--- config.mk ---
export PLATFORM = sky130hd
export DESIGN_NAME = gold_seq_ctrl
export DESIGN_NICKNAME = d
export VERILOG_FILES = /design/src/rtl/gold_pkg.sv /design/src/rtl/gold_chip_cnt.sv /design/src/rtl/gold_seq_ctrl.sv
export SDC_FILE = /design/constraint.sdc
export NUM_CORES = 1
export LEC_CHECK = 0
export BUFFER_PORTS_ARGS = -buffer_cell sky130_fd_sc_hd__buf_2
export CAP_MARGIN = 10
export CORE_MARGIN = 3
export CORE_UTILIZATION = 40
export DETAILED_ROUTE_END_ITERATION = 16
export GPL_TIMING_DRIVEN = 0
export PLACE_DENSITY_LB_ADDON = 0.1
export SLEW_MARGIN = 20
export SYNTH_ARGS = -nofsm -noshare
export SYNTH_HDL_FRONTEND = slang
export SYNTH_SLANG_ARGS = --single-unit
export TNS_END_PERCENT = 5
--- constraint.sdc ---
create_clock -name clkin -period 2.96 [get_ports clkin]
set_input_delay 0.592 -clock clkin [delete_from_list [all_inputs] [get_ports clkin]]
set_output_delay 0.592 -clock clkin [all_outputs]
set_load 0.03 [all_outputs]
--- src/rtl/gold_pkg.sv ---
// Shared definitions for the Gold code sequencer: default code geometry and
// the controller state encoding.
package gold_pkg;

   localparam int GOLD_LENGTH   = 63;
   localparam int GOLD_POLY_LEN = $clog2(GOLD_LENGTH);

   typedef enum logic [1:0] {
      IDLE = 2'd0,
      LOAD = 2'd1,
      RUN  = 2'd2
   } state_t;

endpackage

--- src/rtl/gold_chip_cnt.sv ---
// Modulo-LENGTH chip counter with enable, synchronous clear and a wrap pulse
// that marks the last chip of each code period.
module gold_chip_cnt #(
   parameter int LENGTH = 63,
   parameter int WIDTH  = 6
) (
   input  logic             clkin,
   input  logic             rst,
   input  logic             en,
   input  logic             clear,
   output logic [WIDTH-1:0] count,
   output logic             wrap
);

   localparam logic [WIDTH-1:0] LAST = WIDTH'(LENGTH - 1);

   assign wrap = en && (count == LAST);

   // NOTE: sequential state uses non-blocking assignments so every register
   // samples the pre-edge values regardless of statement order.
   always_ff @(posedge clkin or posedge rst) begin
      if (rst) begin
         count <= '0;
      end else if (clear) begin
         count <= '0;
      end else if (en) begin
         count <= wrap ? '0 : count + WIDTH'(1);
      end
   end

endmodule

--- src/rtl/gold_seq_ctrl.sv ---
// Gold code run controller: accepts a seed/period request, strobes the seed
// load, then enables the generator for the requested number of code periods.
// Optional feature: define GOLD_SEQ_CTRL_STATS_EN to add the stat_periods epoch counter.
module gold_seq_ctrl
   import gold_pkg::*;
#(
   parameter int LENGTH   = GOLD_LENGTH,
   parameter int POLY_LEN = $clog2(LENGTH)
) (
   input  logic                clkin,
   input  logic                rst,
   input  logic                req_valid,
   output logic                req_ready,
   input  logic [POLY_LEN-1:0] req_seed_a,
   input  logic [POLY_LEN-1:0] req_seed_b,
   input  logic [7:0]          req_periods,
   input  logic                abort,
   output logic                gen_load,
   output logic [POLY_LEN-1:0] gen_seed_a,
   output logic [POLY_LEN-1:0] gen_seed_b,
   output logic                gen_en,
   output logic [POLY_LEN-1:0] chip_idx,
   output logic                epoch,
   output logic                done
`ifdef GOLD_SEQ_CTRL_STATS_EN
   ,
   output logic [15:0]         stat_periods
`endif
);

   localparam logic [POLY_LEN-1:0] SEED_ONE = POLY_LEN'(1);

   state_t     state;
   state_t     next_state;
   logic [7:0] remaining;
   logic       accept;
   logic       cnt_clear;

   assign accept    = (state == IDLE) && req_valid;
   assign req_ready = (state == IDLE);
   assign gen_load  = (state == LOAD);
   assign gen_en    = (state == RUN);
   // Clearing on the exit transition leaves chip_idx at 0 in the first IDLE cycle.
   assign cnt_clear = (next_state != RUN);

   gold_chip_cnt #(
      .LENGTH (LENGTH),
      .WIDTH  (POLY_LEN)
   ) u_chip_cnt (
      .clkin (clkin),
      .rst   (rst),
      .en    (gen_en),
      .clear (cnt_clear),
      .count (chip_idx),
      .wrap  (epoch)
   );

   always_ff @(posedge clkin or posedge rst) begin
      if (rst) begin
         state <= IDLE;
      end else begin
         state <= next_state;
      end
   end

   // NOTE: every output of this block gets a default first, so no path can
   // leave a value unassigned and infer a latch.
   always_comb begin
      next_state = state;
      done       = 1'b0;
      unique case (state)
         IDLE: if (req_valid) next_state = LOAD;
         LOAD: next_state = abort ? IDLE : RUN;
         RUN: begin
            if (abort) begin
               next_state = IDLE;
            end else if (epoch && (remaining == 8'd1)) begin
               done       = 1'b1;
               next_state = IDLE;
            end
         end
         default: next_state = IDLE;
      endcase
   end

   // A zero period count never decrements, which is what makes the run endless.
   always_ff @(posedge clkin or posedge rst) begin
      if (rst) begin
         remaining  <= 8'd0;
         gen_seed_a <= '0;
         gen_seed_b <= '0;
      end else if (accept) begin
         remaining  <= req_periods;
         gen_seed_a <= (req_seed_a == '0) ? SEED_ONE : req_seed_a;
         gen_seed_b <= (req_seed_b == '0) ? SEED_ONE : req_seed_b;
      end else if (epoch && (remaining != 8'd0)) begin
         remaining  <= remaining - 8'd1;
      end
   end

`ifdef GOLD_SEQ_CTRL_STATS_EN
   always_ff @(posedge clkin or posedge rst) begin
      if (rst) begin
         stat_periods <= 16'd0;
      end else if (epoch && (stat_periods != 16'hFFFF)) begin
         stat_periods <= stat_periods + 16'd1;
      end
   end
`endif

endmodule

# --- Word level (Yosys, flattened, before mapping) ---
# Cells that the tools add are included.
word_totals:
  regBits: 28
  latch_bits: 0
  ramBits: 0
  rom_bits: 0
  input_bits: 24
  out_inout_bits: 23
  word_cells: 37
  n_memories: 0
classes:
  add_sub_neg: 2
  multipliers: 0
  div_mod_pow: 0
  order_cmp: 0
  eq_ne: 5
  shifts: 0
  n_mux: 15
  bitwise_logic: 0
  n_reduce_logical: 10
ops:
  columns: ["op", "n"]
  rows:
  - ["$mux 6", 5]
  - ["$mux 8", 2]
  - ["$logic_not 6->1", 2]
  - ["$eq 8x1->1 const B", 1]
  - ["$mux 2", 4]
  - ["$reduce_bool 8->1", 1]
  - ["$sub 8x1->8 const B", 1]
  - ["$add 6x1->6 const B", 1]
  - ["$eq 6x6->1 const B", 1]
  - ["$pmux 2 s3", 1]
  - ["$logic_and 1x1->1", 4]
  - ["$reduce_bool 2->1", 2]
  - ["$mux 1", 3]
  - ["$eq 2x1->1 const B", 1]
  - ["$eq 2x2->1 const B", 1]
  - ["$logic_not 2->1", 1]
  - ["$ne 2x2->1 const B", 1]

# --- Depth between registers and ports, before layout ---
depth:
  ltp_word: 8
  mapped_depth: 7
  depth_no_buf: 7

# --- By module ---
# From an unflattened synthesis, not the netlist that was laid out.
hier_totals:
  hier_cells: 165
  hier_area_um2: 1491.4
by_module_without_submodules:
  columns: ["module", "n_inst", "cells_each", "area_each_um2", "seq_area_each_um2"]
  rows:
  - ["gold_seq_ctrl", 1, 129, 1138.6, 550.5]
  - ["gold_chip_cnt", 1, 36, 352.8, 150.1]

# --- Worst setup path before layout ---
# Ideal clock, no wire load.
synth_timing:
  path_type: "register -> output"
  from: "register u_chip_cnt.count[0]"
  to: "output done"
  arrival_ns: 1.789
  t_required_ns: 2.368
  slack_ns: 0.579
  stages_incl_launch_ff: 6
  path_buffers: 0
  path_cell_list: "dfrtp_1 > inv_1 > ha_1 > and2_4 > nand3_4 > nor3_1"
synth_via:
  elab_chain_len: 6
synth_rtl:
  columns: ["item", "line", "rtl"]
  rows:
  - ["start: declaration", "gold_chip_cnt.sv:11", "output logic [WIDTH-1:0] count,"]
  - ["start signal: assignment", "gold_chip_cnt.sv:27", "count <= wrap ? '0 : count + WIDTH'(1);"]
  - ["$eq 6x6->1", "gold_chip_cnt.sv:17", "assign wrap = en && (count == LAST);"]
  - ["$logic_and 1x1->1", "gold_chip_cnt.sv:17", null]
  - ["$logic_and 1x1->1", "gold_seq_ctrl.sv:77", "end else if (epoch && (remaining == 8'd1)) begin"]
  - ["$mux 1", "gold_seq_ctrl.sv:77", null]
  - ["$mux 1", "gold_seq_ctrl.sv:75", "if (abort) begin"]
  - ["$mux 1", "gold_seq_ctrl.sv:71", "unique case (state)"]
  - ["end: declaration", "gold_seq_ctrl.sv:24", "output logic done"]
# Every way passes these cells.

# --- Worst setup path in the final report ---
layout_timing:
  from: "register remaining[1]"
  to: "output done"
layout_via:
  elab_chain_len: 5
layout_rtl:
  columns: ["item", "line", "rtl"]
  rows:
  - ["start: declaration", "gold_seq_ctrl.sv:35", "logic [7:0] remaining;"]
  - ["start signal: assignment", "gold_seq_ctrl.sv:93", "remaining <= req_periods;"]
  - ["start signal: assignment", "gold_seq_ctrl.sv:97", "remaining <= remaining - 8'd1;"]
  - ["$eq 8x1->1", "gold_seq_ctrl.sv:77", null]
  - ["$logic_and 1x1->1", "gold_seq_ctrl.sv:77", null]
  - ["$mux 1", "gold_seq_ctrl.sv:77", null]
  - ["$mux 1", "gold_seq_ctrl.sv:75", null]
  - ["$mux 1", "gold_seq_ctrl.sv:71", null]
# Every way passes these cells.

==> results.toml <==
[run_status]
status = "completed"

[synthesis]
yosys.cell_types.count = 43
yosysTopAreaCellShare_pct = 46.2
synth-main-ff-cell = "dfrtp_1"
avgSynthCellArea_um2 = 8.88
synth_compound_area_share_pct = 12.0
ys_seq_elements = 28
synthAdderAreaFrac_pct = 4.12
synth_fp_nets = 200
async_flop_share_pct = 100
seq_area_frac_synth_pct = 46.2
synth.largest_area_cell = "dfrtp_1"
synthesis.area_um2 = 1520
synthMuxAreaShare_pct = 1.32
synthSimpleGateAreaFrac_pct = 30.0
netlist_instances = 171
synth_xor_area_share_pct = 2.31
synth_edf_count = 0
post-synth-top-count-cell = "nand2_1"
synth_common_cells = "43 x nand2_1, 28 x dfrtp_1, 14 x nor2_1"
yosysWarnings = 0
synth_top_family_by_area = "simple AND/OR/NAND/NOR gates"
synth.area.top_cells = "dfrtp_1 46%, nand2_1 11%, ha_1 4.1%"

[global_route]
gr-total-overflow = 0
grt_pass1_vias = 1339
grt_start_max_net_pins = 29
antenna_found_initial = 0
grt_pass1_wl_um = 5930
track_usage_pct = 17.1

[cts]
cts_tree = "done"
postCtsHoldBufs = 0
path_clk_slew_ns = 0.09
h-tree-depth = 1
ctsResizeCount = 0
cts_root_buf = "clkbuf_8"
worstSkewPairLatency_ns = 0.27
numCtsBuffers = 3
cts_setup_buffers = 0
clockBufferDepth = 2
clock-sinks = 28

[placed_design]
portBuffers = 46
hpwl_um = 2760
place_area_um2 = 1810
place_congestion = 0.870

[worst_setup_path]
worstPathMaxFanout = 4
cp_slowest_cell = "dfrtp_1"
worstPathBufferInverterCount = 2
reg2reg_depth = 6
required_ns = 2.37
worstReg2RegStart = "remaining[0]"
r2r-end = "remaining[4]"
endpoint_kind = "output pin"
r2r_slack_ns = 1.05
crit_type = "reg2out"
path_cells = "inv_1 > ha_1 > nor4b_1 > nand2_1 > nor3_1 > buf_2"
crit_path_start_kind = "flop"
arrival_ns = 1.83
path_delay_family = "simple AND/OR/NAND/NOR gates"
crit_path_max_incr_delay_ns = 0.40

[timing]
setup_viol = 0
max_slew_margin_pct = 61.5
clock_skew_ns = 0.00169
rsz0062_at_grt = "no"
slew_viol_final = 0
worst-slew-pin-transition_ns = 0.577
fin_crit_ns = 2.42
finalCritPeriodShare_pct = 81.7
final-hold-violation-count = 0
fmax_mhz = 414
fin_setup_tns_ns = 0

[route]
vias_per_cell = 5.09
drc = 0
vias = 1355
wl_met1_um = 1550
top_layer = "met4"
wl_um = 3520
met3_length_um = 224
first_pass_iters = 5
drtIter0Drc = 34
wl_met2_um = 1710
detail-route-antenna-nets = 0
wl_per_cell_um = 13.2

[layout]
fill_cells = 342
fin_nets = 251
antenna-diode-count = 0
syn2layout_area_growth_pct = 21.7
design_area_um2 = 1850
drive_gt1_share_pct = 26.4

[floorplan]
die_area_um2 = 4570
rows = 21
io_pins = 47
start_util_pct = 43.4
core_area_um2 = 3490
die_y_um = 67.6
die_w_um = 67.6

[power]
p_per_area_nw_per_um2 = 547
p_leak_nw = 0.883
max-vdd-ir-drop_mv = 0.253
p_total_mw = 1.01

[run]
cap_violations = 0

[min_path]
min_path_type = "in2async"
[per-layer routing]
layer | up-vias | track usage (%)
met2 | 34 | 28.7
met5 | - | 0
met1 | 629 | 21.1
li1 | 688 | -
met3 | 4 | 4.16
met4 | 0 | 6.08
[registers in the layout, indices dropped and copies added, names as in the netlist]
name and flops:
gen_seed_b 6, state 2, remaining 8, u_chip_cnt.count 6
gen_seed_a 6
[through the flow]
stage          hold WS, ns  setup WS [ns]  std cells  util, %
6_report             0.368          0.543        266     52.8
5_1_grt              0.421          0.365        266     52.8
4_1_cts              0.485          0.527        266     52.8
3_5_place_dp         0.462          0.850        263     51.7
3_3_place_gp         0.454          0.863        263     51.7
2_1_floorplan        0.558          0.579        171        -
[cells in the final DEF, fill, tap and decap left out, drive strengths merged, types with 2 or more instances in the layout]
| cell | Yosys | layout |
|---|---|---|
| xnor2 | 2 | 2 |
| xor2 | 2 | 2 |
| nor2 | 14 | 14 |
| nand3 | 5 | 5 |
| nand4 | 2 | 2 |
| mux2i | 2 | 2 |
| o21ai | 9 | 9 |
| or4 | 3 | 3 |
| or3 | 4 | 4 |
| and2 | 2 | 2 |
| clkbuf | 3 | 6 |
| buf | 2 | 48 |
| dfrtp | 28 | 28 |
| a31oi | 3 | 3 |
| ha | 5 | 5 |
| nor3 | 6 | 6 |
| nor4b | 2 | 2 |
| a21oi | 8 | 8 |
| nand2 | 43 | 43 |
| inv | 7 | 7 |
| o21bai | 2 | 2 |
[worst max-delay path by stage]
stage,start,endpoint,slack [ns],cells past startpoint
after global placement,remaining[1],done,0.86,6
after floorplan,u_chip_cnt.count[0],done,0.58,5
after detailed placement,remaining[1],done,0.85,6
after global routing,remaining[1],done,0.36,6
final,remaining[1],done,0.54,6
after CTS,remaining[1],done,0.53,6
[where the power goes]
part           internal, mW  total [mW]  leakage [nW]  switching, mW
Clock                0.0914       0.205        0.0216          0.114
Sequential            0.444       0.496         0.347         0.0523
Combinational         0.103       0.308         0.515          0.205
Total                 0.639        1.01         0.883          0.370
[logic make-up after synthesis]
logic type | after synthesis
DFF | 28
muxes | 2
AOI/OAI and AO/OA | 29
adders and majority gates | 5
and+or+nand+nor | 90
xor gates and xnor gates | 4
buffers and inverters | 13
[layout make-up]
type | instances | area, µm² | share of cell area (%)
plain buffers | 5 | 26.3 | 1.42
clock buffers | 3 | 41.3 | 2.24
inverters | 8 | 35.0 | 1.90
multi-input cells | 130 | 756 | 40.9
flip-flops and latches | 28 | 701 | 37.9
well taps | 46 | 57.6 | 3.12
repair buffers | 46 | 230 | 12.5
No activity file was read; power rests on OpenSTA's default activity.
